==> src/rtl/tdes_pass_sequencer.sv <==
// rtl/tdes_pass_sequencer.sv - three-pass Triple DES sequencer around a single-DES core
module tdes_pass_sequencer #(
    parameter int TIMEOUT = 32
) (
    input  logic        HCLK,
    input  logic        HRESET,
    input  logic        start,
    input  logic        encryption_type,
    input  logic [63:0] data_in,
    input  logic [63:0] key1,
    input  logic [63:0] key2,
    input  logic [63:0] key3,
    output logic        des_start,
    output logic        des_decrypt,
    output logic [63:0] des_key,
    output logic [63:0] des_data,
    input  logic        des_done,
    input  logic [63:0] des_result,
    output logic        busy,
    output logic        result_valid,
    output logic [63:0] result,
    input  logic        result_ack,
    output logic [1:0]  pass,
    output logic        error,
    input  logic        err_clear
);

    localparam int WD_W = (TIMEOUT > 1) ? $clog2(TIMEOUT) : 1;
    localparam logic [WD_W-1:0] WD_LAST = WD_W'(TIMEOUT - 1);

    typedef enum logic [2:0] {
        IDLE   = 3'd0,
        LAUNCH = 3'd1,
        WAIT   = 3'd2,
        DONE   = 3'd3,
        ERROR  = 3'd4
    } state_t;

    state_t          state;
    logic [WD_W-1:0] wdog;
    logic [63:0]     work;
    logic [63:0]     k1;
    logic [63:0]     k2;
    logic [63:0]     k3;
    logic            decrypt_op;

    assign des_data = work;

    // Decrypt runs the encrypt schedule backwards; the middle pass always inverts the mode.
    always_comb begin
        des_key     = k2;
        des_decrypt = decrypt_op ^ (pass == 2'd1);
        case (pass)
            2'd0:    des_key = decrypt_op ? k3 : k1;
            2'd2:    des_key = decrypt_op ? k1 : k3;
            default: des_key = k2;
        endcase
    end

    always_ff @(posedge HCLK) begin
        if (HRESET) begin
            state        <= IDLE;
            wdog         <= '0;
            work         <= '0;
            k1           <= '0;
            k2           <= '0;
            k3           <= '0;
            decrypt_op   <= 1'b0;
            pass         <= 2'd0;
            des_start    <= 1'b0;
            busy         <= 1'b0;
            result_valid <= 1'b0;
            result       <= '0;
            error        <= 1'b0;
        end else begin
            case (state)
                IDLE: begin
                    if (start) begin
                        work       <= data_in;
                        k1         <= key1;
                        k2         <= key2;
                        k3         <= key3;
                        decrypt_op <= encryption_type;
                        pass       <= 2'd0;
                        des_start  <= 1'b1;
                        busy       <= 1'b1;
                        state      <= LAUNCH;
                    end
                end
                LAUNCH: begin
                    des_start <= 1'b0;
                    wdog      <= '0;
                    state     <= WAIT;
                end
                WAIT: begin
                    // A completion on the watchdog's final cycle still counts as success.
                    if (des_done) begin
                        work <= des_result;
                        if (pass == 2'd2) begin
                            result_valid <= 1'b1;
                            result       <= des_result;
                            state        <= DONE;
                        end else begin
                            pass      <= pass + 2'd1;
                            des_start <= 1'b1;
                            state     <= LAUNCH;
                        end
                    end else if (wdog == WD_LAST) begin
                        error <= 1'b1;
                        state <= ERROR;
                    end else begin
                        wdog <= wdog + 1'b1;
                    end
                end
                DONE: begin
                    if (result_ack) begin
                        result_valid <= 1'b0;
                        result       <= '0;
                        busy         <= 1'b0;
                        state        <= IDLE;
                    end
                end
                ERROR: begin
                    if (err_clear) begin
                        error <= 1'b0;
                        busy  <= 1'b0;
                        pass  <= 2'd0;
                        state <= IDLE;
                    end
                end
                default: state <= IDLE;
            endcase
        end
    end

endmodule

==> config.mk <==
export PLATFORM = sky130hd
export DESIGN_NAME = tdes_pass_sequencer
export DESIGN_NICKNAME = d
export VERILOG_FILES = /design/src/rtl/tdes_pass_sequencer.sv
export SDC_FILE = /design/constraint.sdc
export NUM_CORES = 1
export LEC_CHECK = 0
export BUFFER_PORTS_ARGS = -buffer_cell sky130_fd_sc_hd__clkbuf_2
export CAP_MARGIN = 15
export CORE_AREA = 2 2 207 209
export DETAILED_ROUTE_END_ITERATION = 8
export DIE_AREA = 0 0 209 211
export GPL_ROUTABILITY_DRIVEN = 0
export SETUP_SLACK_MARGIN = 0.15
export SLEW_MARGIN = 10
export SYNTH_ARGS = -nofsm -noshare
export SYNTH_HDL_FRONTEND = slang
export SYNTH_SLANG_ARGS = --single-unit
==> constraint.sdc <==
create_clock -name HCLK -period 5.3 [get_ports HCLK]
set_input_delay 1.59 -clock HCLK [delete_from_list [all_inputs] [get_ports HCLK]]
set_output_delay 1.59 -clock HCLK [all_outputs]
set_load 0.05 [all_outputs]
==> impl_metrics.env <==
export IMPL_regArea_mm2=0.006710
export IMPL_io_pins=526
export IMPL_die_h_um=211
export IMPL_yosys_warnings=0
export IMPL_post_cts_resized=0
export IMPL_avgSynthCellArea_um2=8.084
export IMPL_synth_ff_type="dfxtp_1"
export IMPL_start_util=0.3359
export IMPL_slew_violations=0
export IMPL_clk_pin_slew_ns=0.06
export IMPL_yosysTopAreaCell="dfxtp_1"
export IMPL_antenna_found_initial=4
export IMPL_p_leak_nw=8.245
export IMPL_grtUsageTotal=0.2198
export IMPL_row_count=75
export IMPL_vdd_drop_max_uv=256.2
export IMPL_wl_per_cell_um=18.59
export IMPL_fmax_mhz=217.5
export IMPL_synth_edf_count=0
export IMPL_first_pass_iters=7
export IMPL_cts_buffers=40
export IMPL_fin_tns_setup_ns=0
export IMPL_relSlewSlack=0.3065
export IMPL_die_w_um=209
export IMPL_grt_ovfl_total=0
export IMPL_syn_num_nets=2067
export IMPL_tritoncts="done"
export IMPL_power_density_mw_per_mm2=373.3
export IMPL_drc_errors=0
export IMPL_cts_buffer_depth=3
export IMPL_cts_hold_buf=0
export IMPL_clk_latency_ns=0.57
export IMPL_grt_max_degree=143
export IMPL_place_hpwl_um=34730
export IMPL_ant_nets=0
export IMPL_drt_iter0_markers=1061
export IMPL_cp_end_kind="output pin"
export IMPL_ys_types=42
export IMPL_period_needed_ns=4.598
export IMPL_fillers=4196
export IMPL_cts_setup_buffers=0
export IMPL_final_util=0.4353
export IMPL_min_path_type="reg -> reg"
export IMPL_post_route_worst_setup_slack_ns=0.7021
export IMPL_drt_total_wl_um=50610
export IMPL_rsz0062_at_grt="false"
export IMPL_setup_viol=0
export IMPL_worstMarginPinSlew_ns=1.040
export IMPL_syn_instance_count=1735
export IMPL_clock_root_buffer="clkbuf_16"
export IMPL_hold_violations=0
export IMPL_die_area_mm2=0.04410
export IMPL_yosys_top_cells_area="dfxtp_1 48%, nand2_1 14%, a21oi_1 9.5%"
export IMPL_r2r_slack_ns=2.57
export IMPL_core_area_mm2=0.04176
export IMPL_fin_skew_ns=0.02371
export IMPL_nets=2486
export IMPL_place_inst=2651
export IMPL_crit_type="reg -> out"
export IMPL_status="complete, no violations"
export IMPL_async_flop_share=0
export IMPL_pre_cts_slack_ns=1.294
export IMPL_synth_common_cells="521 x nand2_1, 335 x dfxtp_1, 266 x a21oi_1, 88 x clkbuf_1, 73 x nor2_1"
export IMPL_synth_top_area_frac=0.4781
export IMPL_yosys_register_bits=335
export IMPL_stdcell_count=2722
export IMPL_vias=14452
export IMPL_multi_input_area_mm2=0.006663
export IMPL_synth_most_common_cell="nand2_1"
export IMPL_via_per_inst=5.309
export IMPL_fin_crit_sh=0.8675
export IMPL_first_global_vias=13710
export IMPL_grt_pass1_wl_um=77090
export IMPL_cp_max_fo=59
export IMPL_portBuffers=525
export IMPL_cts_sinks=335
export IMPL_required_ns=3.71
export IMPL_syn_cell_area_mm2=0.01403
export IMPL_htreeDepth=2
export IMPL_drv_cap=0
export IMPL_critPathLaunchType="flip-flop"
export IMPL_ys_seq_area_frac=0.4781
export IMPL_drive_above_1_share=0.2841
export IMPL_area_growth_pct=29.60
export IMPL_arrival_ns=3.01
==> where the power goes <==
group          internal [mW]  total (mW)  switching (mW)
registers               2.68        2.80           0.119
logic                  0.397        1.34           0.941
clock network           1.55        2.65            1.10
total                   4.63        6.79            2.16
==> final cells by class <==
cell class,instances,share of cell area
flip-flops and latches,335,0.3692
multi-input cells,1230,0.3665
repair buffers,543,0.1559
clock buffers,59,0.06505
well taps,539,0.03710
clock inverters,11,0.005300
inverters,4,0.0008260
diodes,1,0.0001377
==> worst max-delay path, cell delays in order (launching register included) <==
cell	delay (ns)
dfxtp_1	0.33
inv_1	0.18
ha_4	0.64
buf_4	0.48
a22oi_1	0.15
a21oi_1	0.20
a21o_1	0.11
clkbuf_2	0.29
==> per-stage QoR <==
step / cell area [µm²] / hold slack (ns) / total power, mW
2_1_floorplan: 14030 / 0.4369 / 3.775
3_3_place_gp: 16900 / 0.4419 / 4.174
3_5_place_dp: 16900 / 0.4471 / 4.196
4_1_cts: 18170 / 0.4550 / 6.868
5_1_grt: 18180 / 0.4749 / 7.088
6_report: 18180 / 0.4561 / 6.786
==> final timing paths <==
kind,cells after the start,startpoint,endpoint
max,7,pass[0],des_key[0]
min,2,k2[15],k2[15]
max reg2reg,7,pass[0],result[15]
min reg2reg,2,k2[15],k2[15]
==> sequential cells by signal, summed over array words and instances, names as in the netlist, 2 cells and up <==
signal,flops
des_data,64
wdog,5
state,3
k2,64
k3,64
k1,64
pass,2
result,64
==> logic make-up (layout without fill, tap and decap cells) <==
group	Yosys count	after routing	share of synthesized area
adders and majority gates	5	5	0.004460
xor gates and xnor gates	4	4	0.002498
DFF	335	335	0.4781
and+or+nand+nor	619	619	0.1705
other	0	1	0
buffers and inverters	170	617	0.05201
AOI/OAI and AO/OA	602	602	0.2924
==> cells in the final DEF, fill, tap and decap left out, drive strengths merged, types with 2 or more instances in the layout <==
| cell type | netlist | final |
|---|---|---|
| nor2b | 2 | 2 |
| inv | 4 | 5 |
| a21oi | 267 | 267 |
| a21o | 64 | 64 |
| a31oi | 3 | 3 |
| and2 | 2 | 2 |
| nand2 | 521 | 521 |
| clkinv | 0 | 10 |
| a211o | 2 | 2 |
| a22oi | 64 | 64 |
| dfxtp | 335 | 335 |
| ha | 5 | 5 |
| nor3 | 4 | 4 |
| clkbuf | 88 | 584 |
| xnor2 | 3 | 3 |
| a311oi | 65 | 65 |
| and3 | 2 | 2 |
| nand3 | 3 | 3 |
| a221oi | 64 | 64 |
| a22o | 64 | 64 |
| o21ai | 3 | 3 |
| nand2b | 6 | 6 |
| buf | 78 | 18 |
| nor2 | 74 | 74 |
==> routing by layer <==
| metal | global-route usage | share of wire | routed length (µm) |
|---|---|---|---|
| met4 | 0.1131 | 0.049 | 2483 |
| met2 | 0.3536 | 0.47 | 23700 |
| met5 | 0 | 0.00061 | 31 |
| met3 | 0.07255 | 0.088 | 4465 |
| met1 | 0.2624 | 0.39 | 19940 |
Power figures use the tool's default switching activity.
